[src/rtl/parking_keypad_entry_pkg.sv]
// Shared types and default constants for the parking keypad entry block.
package parking_pkg;

  localparam int DIGIT_W                 = 2;
  localparam int DEFAULT_DEBOUNCE_CYCLES = 4;
  localparam int DEFAULT_TIMEOUT_CYCLES  = 1000;

  // Bit positions of the raw inputs inside the debounce vector
  localparam int NUM_RAW      = 4;
  localparam int IDX_ENTRANCE = 0;
  localparam int IDX_EXIT     = 1;
  localparam int IDX_PRESS    = 2;
  localparam int IDX_CLEAR    = 3;

  typedef enum logic [1:0] {
    IDLE    = 2'd0,
    WAIT_D1 = 2'd1,
    WAIT_D2 = 2'd2,
    READY   = 2'd3
  } entry_state_t;

endpackage

[src/rtl/parking_keypad_entry_if.sv]
// Raw sensor/keypad inputs and the debounced/captured outputs of the entry block.
interface parking_keypad_entry_if;
  import parking_pkg::*;

  logic               sensor_entrance_raw;
  logic               sensor_exit_raw;
  logic               key_press_raw;
  logic               key_clear_raw;
  logic [DIGIT_W-1:0] key_in;
  logic               sensor_entrance;
  logic               sensor_exit;
  logic [DIGIT_W-1:0] password_1;
  logic [DIGIT_W-1:0] password_2;
  logic               pw_ready;

  modport master (
    output sensor_entrance_raw, sensor_exit_raw, key_press_raw, key_clear_raw, key_in,
    input  sensor_entrance, sensor_exit, password_1, password_2, pw_ready
  );

  modport slave (
    input  sensor_entrance_raw, sensor_exit_raw, key_press_raw, key_clear_raw, key_in,
    output sensor_entrance, sensor_exit, password_1, password_2, pw_ready
  );

endinterface

[src/rtl/parking_keypad_entry_debounce.sv]
// Two-flop synchronizer followed by a stable-count debouncer for one raw input.
module parking_debounce
  import parking_pkg::*;
#(
  parameter int DEBOUNCE_CYCLES = DEFAULT_DEBOUNCE_CYCLES
) (
  input  logic clk,
  input  logic rst_n,
  input  logic din,
  output logic dout
);

  localparam int CW = $clog2(DEBOUNCE_CYCLES + 1);

  logic          meta_reg;
  logic          sync_reg;
  logic          dout_reg;
  logic [CW-1:0] cnt_reg;

  always_ff @(posedge clk) begin
    if (!rst_n) begin
      meta_reg <= 1'b0;
      sync_reg <= 1'b0;
      dout_reg <= 1'b0;
      cnt_reg  <= '0;
    end else begin
      meta_reg <= din;
      sync_reg <= meta_reg;
      // Any cycle of agreement restarts the count, so short pulses never land
      if (sync_reg != dout_reg) begin
        if (cnt_reg == CW'(DEBOUNCE_CYCLES - 1)) begin
          dout_reg <= sync_reg;
          cnt_reg  <= '0;
        end else begin
          cnt_reg <= cnt_reg + 1'b1;
        end
      end else begin
        cnt_reg <= '0;
      end
    end
  end

  assign dout = dout_reg;

endmodule

[src/rtl/parking_keypad_entry.sv]
// Debounces the car sensors and keypad, then collects a two-digit password per car.
module parking_keypad_entry
  import parking_pkg::*;
#(
  parameter int DEBOUNCE_CYCLES = DEFAULT_DEBOUNCE_CYCLES,
  parameter int TIMEOUT_CYCLES  = DEFAULT_TIMEOUT_CYCLES
) (
  input  logic                 clk,
  input  logic                 rst_n,
  parking_keypad_entry_if.slave bus
);

  localparam int TW = $clog2(TIMEOUT_CYCLES + 1);

  logic [NUM_RAW-1:0] raw_vec;
  logic [NUM_RAW-1:0] db_vec;
  logic [NUM_RAW-1:0] db_prev_reg;
  logic [NUM_RAW-1:0] rise_vec;

  logic [DIGIT_W-1:0] key_meta_reg, key_sync_reg;
  entry_state_t       state_reg, state_next;
  logic [TW-1:0]      timer_reg, timer_next;
  logic [DIGIT_W-1:0] pw1_reg, pw1_next, pw2_reg, pw2_next;
  logic               pw_ready_reg, pw_ready_next;
  logic               timeout_hit, press_rise, clear_rise, exit_rise, entrance_rise;

  assign raw_vec[IDX_ENTRANCE] = bus.sensor_entrance_raw;
  assign raw_vec[IDX_EXIT]     = bus.sensor_exit_raw;
  assign raw_vec[IDX_PRESS]    = bus.key_press_raw;
  assign raw_vec[IDX_CLEAR]    = bus.key_clear_raw;

  genvar gi;
  generate
    for (gi = 0; gi < NUM_RAW; gi++) begin : g_debounce
      parking_debounce #(.DEBOUNCE_CYCLES(DEBOUNCE_CYCLES)) u_debounce (
        .clk  (clk),
        .rst_n(rst_n),
        .din  (raw_vec[gi]),
        .dout (db_vec[gi])
      );
    end
  endgenerate

  assign rise_vec      = db_vec & ~db_prev_reg;
  assign entrance_rise = rise_vec[IDX_ENTRANCE];
  assign exit_rise     = rise_vec[IDX_EXIT];
  assign press_rise    = rise_vec[IDX_PRESS];
  assign clear_rise    = rise_vec[IDX_CLEAR];
  assign timeout_hit   = ((state_reg == WAIT_D1) || (state_reg == WAIT_D2)) &&
                         (timer_reg == TW'(TIMEOUT_CYCLES - 1));

  // State, edge-history, digit-sync and output registers
  always_ff @(posedge clk) begin
    if (!rst_n) begin
      state_reg    <= IDLE;
      db_prev_reg  <= '0;
      key_meta_reg <= '0;
      key_sync_reg <= '0;
      timer_reg    <= '0;
      pw1_reg      <= '0;
      pw2_reg      <= '0;
      pw_ready_reg <= 1'b0;
    end else begin
      state_reg    <= state_next;
      db_prev_reg  <= db_vec;
      key_meta_reg <= bus.key_in;
      key_sync_reg <= key_meta_reg;
      timer_reg    <= timer_next;
      pw1_reg      <= pw1_next;
      pw2_reg      <= pw2_next;
      pw_ready_reg <= pw_ready_next;
    end
  end

  // Next state: clear beats exit/timeout, which beat press, which beats entrance
  always_comb begin
    state_next = state_reg;
    if (clear_rise) begin
      state_next = IDLE;
    end else begin
      unique case (state_reg)
        IDLE:    if (entrance_rise) state_next = WAIT_D1;
        WAIT_D1: if (timeout_hit) state_next = IDLE;
                 else if (press_rise) state_next = WAIT_D2;
        WAIT_D2: if (timeout_hit) state_next = IDLE;
                 else if (press_rise) state_next = READY;
        READY:   if (exit_rise) state_next = IDLE;
        default: state_next = IDLE;
      endcase
    end
  end

  // Outputs are computed from the upcoming state so they stay registered
  always_comb begin
    pw1_next      = pw1_reg;
    pw2_next      = pw2_reg;
    pw_ready_next = (state_next == READY);
    timer_next    = '0;
    if (state_next == IDLE) begin
      pw1_next = '0;
      pw2_next = '0;
    end else begin
      if ((state_reg == WAIT_D1) && (state_next == WAIT_D2)) pw1_next = key_sync_reg;
      if ((state_reg == WAIT_D2) && (state_next == READY))   pw2_next = key_sync_reg;
      if ((state_next == state_reg) &&
          ((state_reg == WAIT_D1) || (state_reg == WAIT_D2))) timer_next = timer_reg + 1'b1;
    end
  end

  assign bus.sensor_entrance = db_vec[IDX_ENTRANCE];
  assign bus.sensor_exit     = db_vec[IDX_EXIT];
  assign bus.password_1      = pw1_reg;
  assign bus.password_2      = pw2_reg;
  assign bus.pw_ready        = pw_ready_reg;

endmodule

[src/flat_wrapper.sv]
// flat-port wrapper written by rule: the top's interface ports become plain ports
module parking_keypad_entry_flat import parking_pkg::*;
#(
  parameter int DEBOUNCE_CYCLES = DEFAULT_DEBOUNCE_CYCLES,
  parameter int TIMEOUT_CYCLES  = DEFAULT_TIMEOUT_CYCLES
)
  (clk, rst_n, bus_sensor_entrance_raw, bus_sensor_exit_raw, bus_key_press_raw, bus_key_clear_raw, bus_key_in, bus_sensor_entrance, bus_sensor_exit, bus_password_1, bus_password_2, bus_pw_ready);
  parking_keypad_entry_if bus_i ();
  input  logic clk;
  input  logic rst_n;
  input wire logic [$bits(bus_i.sensor_entrance_raw)-1:0] bus_sensor_entrance_raw;
  input wire logic [$bits(bus_i.sensor_exit_raw)-1:0] bus_sensor_exit_raw;
  input wire logic [$bits(bus_i.key_press_raw)-1:0] bus_key_press_raw;
  input wire logic [$bits(bus_i.key_clear_raw)-1:0] bus_key_clear_raw;
  input wire logic [$bits(bus_i.key_in)-1:0] bus_key_in;
  output wire logic [$bits(bus_i.sensor_entrance)-1:0] bus_sensor_entrance;
  output wire logic [$bits(bus_i.sensor_exit)-1:0] bus_sensor_exit;
  output wire logic [$bits(bus_i.password_1)-1:0] bus_password_1;
  output wire logic [$bits(bus_i.password_2)-1:0] bus_password_2;
  output wire logic [$bits(bus_i.pw_ready)-1:0] bus_pw_ready;
  assign bus_i.sensor_entrance_raw = bus_sensor_entrance_raw;
  assign bus_i.sensor_exit_raw = bus_sensor_exit_raw;
  assign bus_i.key_press_raw = bus_key_press_raw;
  assign bus_i.key_clear_raw = bus_key_clear_raw;
  assign bus_i.key_in = bus_key_in;
  assign bus_sensor_entrance = bus_i.sensor_entrance;
  assign bus_sensor_exit = bus_i.sensor_exit;
  assign bus_password_1 = bus_i.password_1;
  assign bus_password_2 = bus_i.password_2;
  assign bus_pw_ready = bus_i.pw_ready;
  parking_keypad_entry #(.DEBOUNCE_CYCLES(DEBOUNCE_CYCLES), .TIMEOUT_CYCLES(TIMEOUT_CYCLES)) u_core (.clk(clk), .rst_n(rst_n), .bus(bus_i));
endmodule
[config.mk]
export PLATFORM = sky130hd
export DESIGN_NAME = parking_keypad_entry_flat
export DESIGN_NICKNAME = d
export VERILOG_FILES = /design/src/rtl/parking_keypad_entry_pkg.sv /design/src/rtl/parking_keypad_entry_if.sv /design/src/rtl/parking_keypad_entry_debounce.sv /design/src/rtl/parking_keypad_entry.sv /design/src/flat_wrapper.sv
export SDC_FILE = /design/constraint.sdc
export NUM_CORES = 1
export LEC_CHECK = 0
export BUFFER_PORTS_ARGS = -buffer_cell sky130_fd_sc_hd__buf_2
export CORE_UTILIZATION = 40
export DETAILED_ROUTE_END_ITERATION = 8
export MAX_ROUTING_LAYER = met4
export SLEW_MARGIN = 15
export SYNTH_ARGS = -nofsm -noshare
export SYNTH_HDL_FRONTEND = slang
export SYNTH_SLANG_ARGS = --single-unit
[constraint.sdc]
create_clock -name clk -period 4.31 [get_ports clk]
set_input_delay 0.862 -clock clk [delete_from_list [all_inputs] [get_ports clk]]
set_output_delay 0.862 -clock clk [all_outputs]
set_load 0.05 [all_outputs]
==> impl_results.md, run 1 <==
- Status: finished, final reports clean
- Flops & latches, synth: 49
- Synth unique cells: 43
- Max-cap violations: 0
- RSZ-0062 raised after global routing: false
- Final setup viols: 0
- Remaining Overflow, GRT: 0
- Area growth syn-to-layout: 12.1%
- Inserted Diodes: 0
- Cells on worst reg2reg path: 8
- Clk slew on worst S/H paths: 0.09 ns
- Share of flip-flops with an asynchronous set or reset: 0%
- WP data arrival: 2.62 ns
- Switching power: around 160 uW
- Die Y: 73.4 um
- Period utilisation layout: roughly 57%
- Sw Share: between 10% and 20%
- DP HPWL: 2250 um
- Class of the worst hold path: reg -> reg
- WL/cell: 11.1 um
- Clock Root Buffer: clkbuf_8
- Synth Area in Compound Gates: 9.09%
- # DRC: 0
- Worst-path fanout max: 10
- Dpl cells: 277
- Final Hold Vio Count: 0
- Mapped cell area: between 2000 and 2500 um^2
- Max FFs per register: 12
- 1st-iter DRT viols: 34
- Max VDD drop: 0.000212 V
- CTS tree: yes
- Largest family of logic cells by synthesized area: simple AND/OR/NAND/NOR gates
- Detail Route Antenna Nets: 0
- Layout filler cell count: 492
- Final WL: ~3200 um
- IO Pins: 15
- Fmax: 410 MHz
- Die width: 73.4 um
- Utilization after layout: 47.4%
- H-tree depth: 2
- Post-synthesis mux area share: roughly 3%
- WS Path Type: reg -> reg
- Worst Setup EP: u_core.timer_reg[6]$_SDFF_PP0_
- Leakage: 0.000904 uW
- Xor/xnor cell area share of the yosys netlist: under 10%
- P per Cell Area: between 300 and 400 nW/um^2
- Dpl ws: 1.90 ns
- Simple-Gate Fraction of Synth Area: about a quarter
- Relative slew slack: 68.4%
- Comb pwr share: 1.7%
- CTS buffer count: 5
- Row cnt: 25
- Register share of total power: 57.9%
- Final setup TNS: 0 ns
- Non-Filler Instances: 285
- Max Clock Skew: 0.00674 ns
- Vias in the first global route: 1321
- Syn Inst Count: 200
- DR vias/cell: 4.75
- Detailed Routing Iterations Pass 1: 4
- Core area: 4820 um^2
- Seq/Total Area, Yosys: 48.1%
- Predominant post-synthesis flop cell: dfxtp_1
- Clk sink count: 49
- CTS Buffer Depth: 2
- Clk network pwr share: around two fifths
- Int Pwr: 639 uW
- Skew-Pair Late Insertion Delay: roughly 0.29 ns
- Critical path required time: 4.49 ns
- Port buffer count: 14
- Die area: ~5400 um^2
- PostCTS Resize Cnt: 0
- Nets: 238
- R2R Path End: u_core.timer_reg[6]$_SDFF_PP0_
- First-pass GRT wire length: between 5000 and 6000 um
- CP Launch Point: u_core.state_reg[1]$_SDFF_PN0_
- Synth Net Count: roughly 220
- Setup WS post-layout: 1.87 ns
- CTS Hold Buffers Added: 0
- Pin count of the biggest net entering global routing: 33
- Slew @ Worst Pin: 0.473 ns
- FF-to-FF Start: u_core.state_reg[1]$_SDFF_PN0_
- Tmin final: approximately 2.4 ns
- Starting Density: 42.3%
- Post-synth EDFFs: 0
- Via count: 1355
- CP startpoint kind: register
- Syn. warnings: 0
- Max Slew Vio Count: 0
- Flop2flop setup slack: about 1.9 ns
- Adder-cell share of the synthesized area: between 7 and 8%
- CP Capture Type: register
- Share of layout cells above drive strength 1: 13.8%
- Initial antenna violation count: 0
- Post-CTS Setup Bufs: 0
- GRT Total Usage: 13.9%
- Post-Syn Area per Cell: roughly 10 um^2
- Placer congestion estimate: 0.814
==> worst max-delay path, cell delays in order, from the launching register on <==
cell	delay, ns
dfxtp_1	0.47
inv_1	0.14
ha_1	0.33
nand4b_1	0.13
o32a_1	0.35
and3_4	0.20
o221a_4	0.30
a21boi_4	0.32
nor3_1	0.10
==> worst min-delay path by stage <==
stage | startpoint | cells past startpoint | slack [ns] | to
global route | u_core.g_debounce[1].u_debounce.cnt_reg[0]$_SDFF_PP0_ | 1 | 0.44 | u_core.g_debounce[1].u_debounce.cnt_reg[0]$_SDFF_PP0_
CTS | u_core.g_debounce[1].u_debounce.cnt_reg[0]$_SDFF_PP0_ | 1 | 0.43 | u_core.g_debounce[1].u_debounce.cnt_reg[0]$_SDFF_PP0_
global placement | u_core.g_debounce[0].u_debounce.cnt_reg[0]$_SDFF_PP0_ | 1 | 0.41 | u_core.g_debounce[0].u_debounce.cnt_reg[0]$_SDFF_PP0_
floorplan | u_core.g_debounce[0].u_debounce.cnt_reg[0]$_SDFF_PP0_ | 1 | 0.40 | u_core.g_debounce[0].u_debounce.cnt_reg[0]$_SDFF_PP0_
finish | u_core.g_debounce[2].u_debounce.cnt_reg[0]$_SDFF_PP0_ | 1 | 0.42 | u_core.g_debounce[2].u_debounce.cnt_reg[0]$_SDFF_PP0_
detailed placement | u_core.g_debounce[1].u_debounce.cnt_reg[0]$_SDFF_PP0_ | 1 | 0.41 | u_core.g_debounce[1].u_debounce.cnt_reg[0]$_SDFF_PP0_
==> cell families (layout without fill, tap and decap cells) <==
group / count (synthesis) / count (layout)
buffers and inverters: 15 / 33
flip-flops: 49 / 49
AND/OR/NAND/NOR: 83 / 83
multiplexers: 6 / 6
XOR/XNOR: 12 / 12
adder cells (fa/ha/maj): 13 / 13
AO/OA/AOI/OAI: 22 / 22
==> cells in the mapped netlist, types with 2 or more instances <==
| library cell | count | share of area (%) |
|---|---|---|
| a21oi_1 | 2 | 0.49 |
| nor3_1 | 11 | 2.7 |
| inv_1 | 11 | 2.0 |
| nor2b_1 | 8 | 2.5 |
| nand2b_1 | 2 | 0.61 |
| nor2_1 | 18 | 3.3 |
| clkbuf_1 | 3 | 0.55 |
| nand2_1 | 4 | 0.74 |
| ha_1 | 13 | 8.0 |
| o21ai_0 | 5 | 1.2 |
| mux2i_1 | 6 | 2.9 |
| a22oi_1 | 2 | 0.74 |
| a21boi_0 | 2 | 0.74 |
| xnor2_1 | 3 | 1.3 |
| nand3_1 | 5 | 1.2 |
| dfxtp_1 | 49 | 48 |
| nand4_1 | 2 | 0.61 |
| xor2_1 | 9 | 3.9 |
| nand3b_1 | 4 | 1.5 |
| and2_1 | 17 | 5.2 |
| o2bb2ai_1 | 2 | 0.86 |
==> through the flow <==
stage / hold slack [ns] / area, um^2 / power [uW]
after CTS: 0.427 / 2280 / 812
after detailed placement: 0.413 / 2170 / 486
final: 0.424 / 2280 / 797
after global placement: 0.409 / 2170 / 485
after floorplan: 0.399 / 2040 / 481
after global routing: 0.442 / 2280 / 831
==> cells in the final DEF, fill, tap and decap left out, types with 3 or more instances in the layout <==
cell	count
dfxtp_1	49
nor2_1	18
and2_1	17
buf_2	14
ha_1	13
inv_1	11
nor3_1	11
xor2_1	9
nor2b_1	8
mux2i_1	6
nand3_1	5
o21ai_0	5
clkbuf_8	5
nand2_1	4
nand3b_1	4
xnor2_1	3
==> layout make-up <==
class / instances / area [um^2] / area share [%]
multi-input cells: 136 / 993 / 43.5
flip-flops and latches: 49 / 981 / 42.9
well taps: 67 / 83.8 / 3.67
repair buffers: 14 / 70.1 / 3.07
clock buffers: 5 / 68.8 / 3.01
clock inverters: 3 / 46.3 / 2.03
inverters: 11 / 41.3 / 1.81
==> metal layers <==
| metal | up-vias | share of wire, % | wire length [um] | GRT usage [%] |
|---|---|---|---|---|
| li1 | 717 | - | - | - |
| met1 | 611 | 50 | 1590 | 17.1 |
| met2 | 23 | 45 | 1430 | 22.3 |
| met3 | 4 | 3.6 | 113 | 3.02 |
| met4 | 0 | 0.92 | 29 | 5.13 |
| met5 | - | 0 | 0 | - |
==> power groups by stage <==
stage	clock network [uW]	logic (uW)	registers, uW
5_1_grt	354	15.7	462
2_1_floorplan	0	9.33	471
3_3_place_gp	0	13.9	472
3_5_place_dp	0	14.1	472
4_1_cts	336	14.2	461
6_report	322	13.8	461
No activity file was read; power rests on OpenSTA's default activity.
==> run 2, diff against run 1 <==
Clock period 4.31 ns to 2.3 ns, I/O delays scaled along.
==> run 2 against run 1 <==
Utilization increased by 1.6 points. First-iteration DRC count rose by 32%. Sequential cell count unchanged. Final cell count up 2.1%. Clock power rose by 65%. Final area is 3.5% higher. Fmax grew 11%. Hold slack worse by 0.054 ns. Combinational power increased by 98%.
==> impl_results.md, run 2 (synthesis gave the netlist of run 1 again) <==
- Status: finished, final reports clean
- Switching power: 278 uW (+76%)
- Worst-path fanout max: 10 (unchanged)
- Int Pwr: 1150 uW (+79%)
- Register share of total power: 60.7% (+2.8 points)
- Max Slew Vio Count: 0 (unchanged)
- Starting Density: 42.3% (unchanged)
- Commonest non-fill, non-tap cell in the layout: dfxtp_1
- Worst path cell trace: inv_1, ha_1, nand4b_1, o32a_1, and3_4, o221a_4, a21boi_4, buf_12, nor3_1
- CTS buffer count: 5 (unchanged)
- DP HPWL: 2320 um (+3.4%)
- H-tree depth: 2 (unchanged)
- Nets: 244 (+2.5%)
- Pwr Total: 1420 uW (+79%)
- CP startpoint kind: register
- Tmin final: 2.20 ns (-0.237 ns)
- Via count: 1387 (+2.4%)
- Max Clock Skew: 0.00613 ns (-0.000610 ns)
- Max FFs per register: 12 (unchanged)
- Initial antenna violation count: 0 (unchanged)
- Most frequent cells in the layout: dfxtp_1 (47), nor2_1 (18), and2_1 (17), buf_2 (14), ha_1 (13)
- Clk network pwr share: 37.4% (-3.0 points)
- CP max-delay cell: o32a_1
- Die width: 73.4 um (unchanged)
- Area growth syn-to-layout: 16.0%
- Critical path required time: 2.48 ns (-2.01 ns)
- Clk sink count: 49 (unchanged)
- GRT Total Usage: 14.1% (+0.26 points)
- Die area: 5380 um^2 (unchanged)
- WP data arrival: 2.39 ns (-0.23 ns)
- Clk slew on worst S/H paths: 0.08 ns (about the same)
- Detailed Routing Iterations Pass 1: 4 (unchanged)
- Share of layout cells above drive strength 1: 18.8% (+5.0 points)
- Vias in the first global route: 1327 (+0.45%)
- IO Pins: 15 (unchanged)
- Placer congestion estimate: 0.914 (+12%)
- Max VDD drop: 0.000424 V (+100%)
- CTS tree: yes
- Die Y: 73.4 um (unchanged)
- 1st-iter DRT viols: 45 (+32%)
- Slew @ Worst Pin: 0.413 ns (-0.0591 ns)
- Row cnt: 25 (unchanged)
- Non-Filler Instances: 291 (+2.1%)
- WS Path Type: reg -> reg
- DR vias/cell: 4.77 (+0.25%)
- Detail Route Antenna Nets: 0 (unchanged)
- Skew-Pair Late Insertion Delay: 0.29 ns (about the same)
- Fmax: 454 MHz (+11%)
- Final Hold Vio Count: 0 (unchanged)
- First-pass GRT wire length: 5750 um (+3.0%)
- Max-cap violations: 0 (unchanged)
- Final setup viols: 0 (unchanged)
- P per Cell Area: 602 nW/um^2 (+73%)
- Relative slew slack: 72.4% (+4.0 points)
- Core area: 4820 um^2 (unchanged)
- Inserted Diodes: 0 (unchanged)
- Comb pwr share: 1.9% (+0.2 points)
- Clock Root Buffer: clkbuf_8
- Pin count of the biggest net entering global routing: 26 (-21%)
- CP Capture Type: register
- Port buffer count: 14 (unchanged)
- Max incr delay on CP: 0.38 ns (-0.09 ns)
- Remaining Overflow, GRT: 0 (unchanged)
- # DRC: 0 (unchanged)
- Final WL: 3230 um (+2.5%)
- Sw Share: 19.5% (-0.25 points)
- CTS Buffer Depth: 2 (unchanged)
- Class of the worst hold path: in -> reg
- Dpl cells: 281 (+1.4%)
- Leakage: 0.000945 uW (+4.6%)
- Period utilisation layout: 95.8% (+39 points)
- CTS Hold Buffers Added: 0 (unchanged)
- WL/cell: 11.1 um (+0.36%)
## run 2: cell type report
type | count | area (um^2)
clock buffers | 7 | 96.3
multi-input cells | 136 | 1030
inverters | 11 | 41.3
repair buffers | 20 | 128
fillers | 483 | 2450
clock inverters | 1 | 5.00
well taps | 67 | 83.8
flip-flops and latches | 49 | 983
## run 2: final timing paths
| path | startpoint | endpoint | slack (ns) | depth (start not counted) |
|---|---|---|---|---|
| min reg2reg | u_core.g_debounce[3].u_debounce.cnt_reg[0]$_SDFF_PP0_ | u_core.g_debounce[3].u_debounce.cnt_reg[0]$_SDFF_PP0_ | 0.42 | 1 |
| min | bus_sensor_exit_raw | u_core.g_debounce[1].u_debounce.meta_reg$_SDFF_PN0_ | 0.37 | 2 |
| max reg2reg | u_core.state_reg[1]$_SDFF_PN0_ | u_core.timer_reg[9]$_SDFF_PP0_ | 0.1 | 9 |
| max | u_core.state_reg[1]$_SDFF_PN0_ | u_core.timer_reg[9]$_SDFF_PP0_ | 0.1 | 9 |
## run 2: power groups by stage
stage	combinational (uW)	sequential, uW	clock (uW)
detailed placement	28.1	884	0
finish	27.3	864	532
global route	31.5	866	589
global placement	27.4	884	0
CTS	28.2	864	555
floorplan	17.5	883	0
## run 2: worst max-delay path, delay by kind of cell, from the launching register on
| kind | cells | cell delay, ns |
|---|---|---|
| compound gates | 3 | 0.86 |
| simple gates | 3 | 0.37 |
| flops | 1 | 0.33 |
| fa+ha+maj | 1 | 0.31 |
| buf+inv | 2 | 0.22 |
## run 2: what timing repair did
item                       4_1_cts  5_1_grt
resized for setup                0        7
setup endpoints to repair        0       12
setup buffers                    0        2
## run 2: layer usage
| metal | GRT usage (%) | up-vias | wire length, um |
|---|---|---|---|
| met3 | 2.88 | 5 | 83 |
| met5 | - | - | 0 |
| met1 | 18.7 | 633 | 1710 |
| met2 | 21.1 | 21 | 1400 |
| met4 | 5.77 | 0 | 40 |
| li1 | - | 728 | - |
## run 2: stage by stage
stage / hold WS, ns / util [%] / setup TNS, ns / worst slack, ns / area (um^2)
final: 0.370 / 49.1 / 0 / 0.0977 / 2360
after global placement: 0.411 / 45.7 / 0 / 0.139 / 2200
after CTS: 0.362 / 47.8 / 0 / 0.0760 / 2300
after floorplan: 0.399 / - / 0 / 0.140 / 2040
after global routing: 0.357 / 49.1 / -0.144 / -0.0274 / 2360
after detailed placement: 0.415 / 45.7 / 0 / 0.0990 / 2200
